`src/rtl/nibble_serial_alu_ctrl.sv`:
```
// nibble_serial_alu_ctrl: sequences a 16-bit add/sub through a 4-bit FA_4bits, LSB nibble first
module nibble_serial_alu_ctrl (
  input  logic        clk,
  input  logic        rst,
  input  logic        start,
  input  logic        op,
  input  logic [15:0] a_in,
  input  logic [15:0] b_in,
  output logic        busy,
  output logic        done,
  output logic [15:0] result,
  output logic        cf,
  output logic        of,
  output logic        zf,
  output logic        sf,
  output logic        pf,
  output logic        fa_ctrl,
  output logic [3:0]  fa_a,
  output logic [3:0]  fa_b,
  output logic        fa_c0,
  input  logic [3:0]  fa_s,
  input  logic        fa_cf,
  input  logic        fa_of
);
  typedef enum logic [1:0] {IDLE, RUN, DONE} state_t;
  state_t state, state_n;
  logic [15:0] a_r, b_r;
  logic        op_r, carry, run;
  logic [1:0]  idx;
  assign run     = state == RUN;
  assign busy    = state != IDLE;
  assign done    = state == DONE;
  assign fa_a    = run ? a_r[{idx, 2'b00} +: 4] : 4'd0;
  assign fa_b    = run ? b_r[{idx, 2'b00} +: 4] : 4'd0;
  assign fa_c0   = run & carry;
  assign fa_ctrl = run & op_r;
  always_comb begin
    state_n = state == IDLE ? (start ? RUN : IDLE) :
              state == RUN  ? (idx == 2'd3 ? DONE : RUN) : IDLE;
  end
  always_ff @(posedge clk) begin
    state <= rst ? IDLE : state_n;
  end
  always_ff @(posedge clk) begin
    if (rst) begin
      a_r    <= '0;
      b_r    <= '0;
      op_r   <= 1'b0;
      idx    <= 2'd0;
      carry  <= 1'b0;
      result <= '0;
      {cf, of, zf, sf, pf} <= '0;
    end else if (state == IDLE && start) begin
      a_r   <= a_in;
      b_r   <= b_in;
      op_r  <= op;
      idx   <= 2'd0;
      carry <= op;
    end else if (run) begin
      result[{idx, 2'b00} +: 4] <= fa_s;
      carry <= fa_cf;
      idx   <= idx + 2'd1;
      if (idx == 2'd3) begin
        cf <= fa_cf;
        of <= fa_of;
        zf <= {fa_s, result[11:0]} == 16'd0;
        sf <= fa_s[3];
        pf <= ~^result[7:0];
      end
    end
  end
endmodule

```
`config.mk`:
```
export PLATFORM = sky130hd
export DESIGN_NAME = nibble_serial_alu_ctrl
export DESIGN_NICKNAME = d
export VERILOG_FILES = /design/src/rtl/nibble_serial_alu_ctrl.sv
export SDC_FILE = /design/constraint.sdc
export NUM_CORES = 1
export LEC_CHECK = 0
export ABC_AREA = 0
export CORE_MARGIN = 4
export CORE_UTILIZATION = 30
export CTS_CLUSTER_DIAMETER = 150
export CTS_CLUSTER_SIZE = 12
export DETAILED_ROUTE_END_ITERATION = 10
export PLACE_DENSITY = 0.58
export SLEW_MARGIN = 10
export SYNTH_ARGS = -nofsm -noshare
export SYNTH_HDL_FRONTEND = slang
export SYNTH_SLANG_ARGS = --single-unit
```
`constraint.sdc`:
```
create_clock -name clk -period 2.1 [get_ports clk]
set_input_delay 0.42 -clock clk [delete_from_list [all_inputs] [get_ports clk]]
set_output_delay 0.42 -clock clk [all_outputs]
set_load 0.02 [all_outputs]
```
==> impl_metrics.tcl, run 1 <==
set metrics [dict create \
    status "finished, final reports clean" \
    grt_pass1_vias 2271 \
    synth_edf_count 0 \
    power.switching_uw 649 \
    syn_nets 353 \
    synth_area_leader_cell "dfxtp_1" \
    relSlewSlack 0.738 \
    post-synth-top-area-fraction 0.438 \
    clockPowerShare 0.425 \
    placed_cell_area_sq_um 3600 \
    start_kind "flip-flop" \
    num_vias 2315 \
    crit_type "reg -> out" \
    p_int_uw 2100 \
    reg2reg_slack_ns 0.26 \
    pre_cts_ws_ns -0.0436 \
    grt_start_max_net_pins 36 \
    synthToLayoutAreaGrowth_pct 41.1 \
    synthTopCellsByArea "dfxtp_1, nand2_1, a21oi_1, mux4_2, ha_1" \
    slew_viol_final 0 \
    die_y_microns 103 \
    h-tree-depth 3 \
    die-width_microns 103 \
    first_iter_violations 68 \
    clkLatencyLatePin_ns 0.34 \
    syn_area_sq_um 2700 \
    syn_avg_cell_area_sq_um 8.95 \
    cts_resized 39 \
    post_cts_buffers 0 \
    synthFlopType "dfxtp_1" \
    synth_common_cells "nand2_1, dfxtp_1, a21oi_1" \
    drtAntennaViolNets 0 \
    fp-row-count 34 \
    grt.overflow.total 0 \
    ys_ff_latch 59 \
    reg2reg_depth 7 \
    clk_pin_slew_ns 0.07 \
    power_density_nw_per_um2 724 \
    path_max_fanout 4 \
    cts_buffers 9 \
    postSynthCellCount 301 \
    hp-start "a_r[4]" \
    gr-usage-all-layers 0.133 \
    p_seq_frac 0.433 \
    portBuffers 74 \
    synth_most_common_cell "nand2_1" \
    cp_cell_sequence "buf_4 -> mux4_2 -> and2_1 -> buf_2" \
    worst_slack_ns 0.0555 \
    min_period_ns 2.04 \
    reg2reg_from "idx[1]" \
    synthDistinctLibCells 33 \
    io_pins 75 \
    hold_depth 2 \
    dieArea_sq_um 10600 \
    comb_power_share 0.142 \
    cpPeakStageDelay_ns 0.48 \
    leakagePower_uw 0.00142 \
    fill_cells 872 \
    cts-root-buf "clkbuf_8" \
    crit_arrival_ns 1.62 \
    fmax_mhz 489 \
    route.detailed.drc 0 \
    worstHoldPathType "reg -> reg" \
    antenna_cells 0 \
    critical-path-top-delay-family "multiplexers" \
    fin_skew_ns 0.00729 \
    core_sq_um 8720 \
    crit_start "idx[0]" \
    worst-path-stages 4 \
    worst_slew_pin_slew_ns 0.387 \
    post_drt_wl_per_cell_microns 13.7 \
    ys_warn_count 0 \
    hpwl_microns 5020 \
    place_congestion 0.795 \
    crit_required_ns 1.68 \
    synth-seq-area-share 0.438 \
    setup_viol 0 \
    antenna_found_initial 0 \
    rsz0062_at_grt "yes" \
    fin_area_sq_um 3800 \
    fin_hold_ws_ns 0.453 \
    slowest_stage "mux4_2" \
    crit_buf_inv 2 \
    finalCritPeriodShare 0.974 \
    wl_microns 6820 \
    p_total_uw 2750 \
    viasPerCell 4.65 \
    cts_sinks 59 \
    layout-drive-gt1-share 0.156 \
    ctsHoldBuffers 0 \
    hold_viol_final 0 \
    grt_pass1_wl_microns 10800 \
    initial_core_util 0.309 \
    ys_async_sr_fraction 0 \
    firstDrtPassIters 4 \
    cts_buffer_depth 2 \
    swShare 0.236 \
    nNetsFinal 437 \
    critPathCaptureType "output port" \
    drv_cap 0 \
    ir_worst_vdd_uv 330 \
    tritoncts "yes" \
]
placed cells by master, fill, tap and decap left out, drive strengths merged, types with 2 or more instances in the layout:
cell	count
dfxtp	59
nand2	78
ha	10
xnor2	4
a32oi	8
and2	10
bufinv	2
nor2	9
nand3	2
nor3	3
nor4bb	2
clkbuf	12
clkdlybuf4s50	61
nand4	9
nor2b	4
nand3b	6
a21oi	46
inv	10
dlygate4sd2	4
mux4	8
buf	29
nor4b	3
cells by family after synthesis:
| logic type | after synthesis | share of synthesized area |
|---|---|---|
| and+or+nand+nor | 132 | 0.246 |
| AOI/OAI and AO/OA | 56 | 0.120 |
| xor gates and xnor gates | 4 | 0.0130 |
| DFF | 59 | 0.438 |
| adders and majority gates | 10 | 0.0464 |
| buffers and inverters | 31 | 0.0659 |
| muxes | 9 | 0.0706 |
flip-flops by register name (all words and copies together), names as in the netlist:
register,flops
a_r,16
b_r,16
result,16
idx,2
state,2
carry,1
cf,1
of,1
op_r,1
pf,1
sf,1
zf,1
path summary, 6_finish.rpt:
kind / endpoint
worst max-delay path: fa_a[3]
worst min-delay path: a_r[4]
worst max register to register: result[4]
worst min register to register: a_r[4]
worst min-delay path, cell delays in order (launching register included):
cell	delay (ns)
dfxtp_1	0.31
nand2_1	0.05
a21oi_1	0.05
per-stage QoR:
stage | std cells | utilization | setup TNS, ns
global placement | 482 | 0.413 | -0.223
floorplan | 301 | - | 0
finish | 498 | 0.436 | 0
global route | 498 | 0.436 | -0.00854
CTS | 498 | 0.436 | 0
detailed placement | 482 | 0.413 | -0.218
metal layers:
layer | vias to the layer above | routed length (microns) | part of all wire | GRT usage
li1 | 1196 | - | - | -
met4 | 0 | 159 | 0.023 | 0.0677
met5 | - | 0 | 0 | 0
met1 | 1042 | 3200 | 0.47 | 0.175
met2 | 64 | 3060 | 0.45 | 0.202
met3 | 13 | 391 | 0.057 | 0.0325
cell type report:
type,count,area (sq um),area share
clock buffer,12,155,0.0408
sequential,59,1190,0.313
clock inverter,4,72.6,0.0191
inverter,10,37.5,0.00987
multi-input combinational,211,1340,0.353
timing repair buffer,94,870,0.229
tap,108,135,0.0355
power groups by stage:
stage          clock network, uW  registers, uW  logic [uW]
2_1_floorplan                  0           1220         223
3_3_place_gp                   0           1220         397
3_5_place_dp                   0           1220         400
4_1_cts                     1190           1190         397
5_1_grt                     1240           1200         432
6_report                    1170           1190         390
Note: power is estimated with default switching activity, not from simulation.
==> run 2, diff against run 1 <==
--- a/config.mk
+++ b/config.mk
@@ -6,6 +6,7 @@
 export NUM_CORES = 1
 export LEC_CHECK = 0
 export ABC_AREA = 0
+export CORE_ASPECT_RATIO = 0.7
 export CORE_MARGIN = 4
 export CORE_UTILIZATION = 30
 export CTS_CLUSTER_DIAMETER = 150
==> run 2 against run 1 <==
- cell count rose by 1.8%
- utilization rose by 1.8 points
- total power rose by 8.1%
- first-iteration DRC count rose by 7.4%
==> impl_metrics.tcl, run 2 (same netlist as run 1, synthesis figures left out) <==
set metrics [dict create \
    placed_cells 492 \
    tritoncts "yes" \
    placed_cell_area_sq_um 3620 \
    gr-usage-all-layers 0.141 \
    cp_cell_sequence "mux4_2 -> and2_1 -> clkdlybuf4s15_2" \
    nNetsFinal 435 \
    cts_buffers 9 \
    fp-row-count 28 \
    h-tree-depth 3 \
    grt_start_max_net_pins 38 \
    met1_length_microns 3460 \
    post_drt_wl_per_cell_microns 13.9 \
    grt.overflow.total 0 \
    reg2reg_slack_ns 0.21 \
    fin_area_sq_um 3900 \
    ir_worst_vdd_uv 278 \
    crit_type "reg -> out" \
    setup_viol 0 \
    antenna_found_initial 0 \
    cts-root-buf "clkbuf_16" \
    layout_commonest_cell "nand2_1" \
    dieArea_sq_um 10600 \
    ctsHoldBuffers 0 \
    largest_registers "a_r x16, b_r x16, result x16" \
    post_cts_buffers 0 \
    cts_sinks 59 \
    slew_viol_final 0 \
    clkLatencyLatePin_ns 0.32 \
    reg2reg_from "idx[1]" \
    crit_required_ns 1.68 \
    viasPerCell 4.64 \
    layoutNonFillerInstCount 507 \
    worstHoldPathType "reg -> reg" \
    top_layer "met4" \
    worst_slack_ns 0.0678 \
    synthToLayoutAreaGrowth_pct 44.7 \
    portBuffers 74 \
    pre_cts_ws_ns -0.00956 \
    drv_cap 0 \
    num_vias 2350 \
    hold_viol_final 0 \
    layout-drive-gt1-share 0.152 \
    worst_slew_pin_slew_ns 0.500 \
    clk_pin_slew_ns 0.05 \
    crit_arrival_ns 1.61 \
    fin_skew_ns 0.00443 \
    start_kind "flip-flop" \
    io_pins 75 \
    grt_pass1_vias 2382 \
    final_cell_mix "nand2_1, clkdlybuf4s50_1, dfxtp_1" \
    path_max_fanout 4 \
    drtAntennaViolNets 0 \
    place_congestion 0.841 \
    cp-endpoint "fa_b[0]" \
    rr_endpoint "zf" \
    leakagePower_uw 0.00147 \
    setup-tns-final_ns 0 \
    initial_core_util 0.314 \
    grt_pass1_wl_microns 11700 \
    antenna_cells 0 \
    cpPeakStageDelay_ns 0.49 \
    wl_met3_microns 463 \
    wl_microns 7070 \
    min_period_ns 2.03 \
    die-width_microns 121 \
    finalCritPeriodShare 0.968 \
    critPathCaptureType "output port" \
    dr_wl_met2_microns 3090 \
    hpwl_microns 5220 \
    relSlewSlack 0.662 \
    route.detailed.drc 0 \
    crit_start "idx[1]" \
    reg2reg_depth 5 \
    cts_buffer_depth 2 \
    slowest_stage "mux4_2" \
    core_sq_um 8580 \
    first_iter_violations 73 \
    power_density_nw_per_um2 763 \
    status "finished, final reports clean" \
    rsz0062_at_grt "no" \
    fmax_mhz 492 \
    die_y_microns 87.3 \
    firstDrtPassIters 4 \
    fin_hold_ws_ns 0.450 \
]
-- run 2: cell count changes in the layout (fill, tap and decap cells not counted), moves of 2 or more --
cell            previous run  this run
buf_2                      9         7
buf_4                     17        13
buf_6                      1         3
clkbuf_16                  0         9
clkbuf_8                  11         0
dlygate4sd2_1              4         1
dlymetal6s2s_1             0         3
-- run 2: metrics by stage --
stage | utilization | power (uW)
3_3_place_gp | 0.421 | 1610
3_5_place_dp | 0.421 | 1620
6_report | 0.454 | 2980
2_1_floorplan | - | 1440
4_1_cts | 0.453 | 3020
5_1_grt | 0.454 | 3110
-- run 2: metal layers --
metal	vias up	GRT usage
li1	1193	-
met1	1080	0.192
met2	67	0.207
met3	10	0.0506
met4	0	0.0519
met5	-	0
-- run 2: layout make-up --
type / instances / area, sq um
clock buffer: 10 / 229
clock inverter: 5 / 55.1
fill: 852 / 4680
inverter: 10 / 37.5
multi-input combinational: 211 / 1350
sequential: 59 / 1190
tap: 120 / 150
timing repair buffer: 92 / 895
-- run 2: worst min-delay path by stage --
stage | from | to | slack [ns] | cells past startpoint
3_5_place_dp | b_r[4] | b_r[4] | 0.44 | 2
4_1_cts | b_r[4] | b_r[4] | 0.45 | 2
6_report | b_r[4] | b_r[4] | 0.45 | 2
2_1_floorplan | op_r | op_r | 0.43 | 2
5_1_grt | b_r[4] | b_r[4] | 0.47 | 2
3_3_place_gp | op_r | op_r | 0.44 | 2
-- run 2: timing repair --
action / in CTS / in global routing
resized for setup: 36 / 8
hold endpoints to repair: 0 / 0
setup endpoints to repair: 10 / 5
-- run 2: critical path: cells and delay by family, from the launching register on --
family | cells | cell delay [ns]
mux | 1 | 0.49
flops | 1 | 0.37
buf+inv | 1 | 0.25
simple gates | 1 | 0.19
-- run 2: where the power goes --
part           leakage [uW]  internal (uW)  switching, uW
registers          0.000483           1170           25.1
clock network      0.000134            905            480
logic              0.000855            209            187
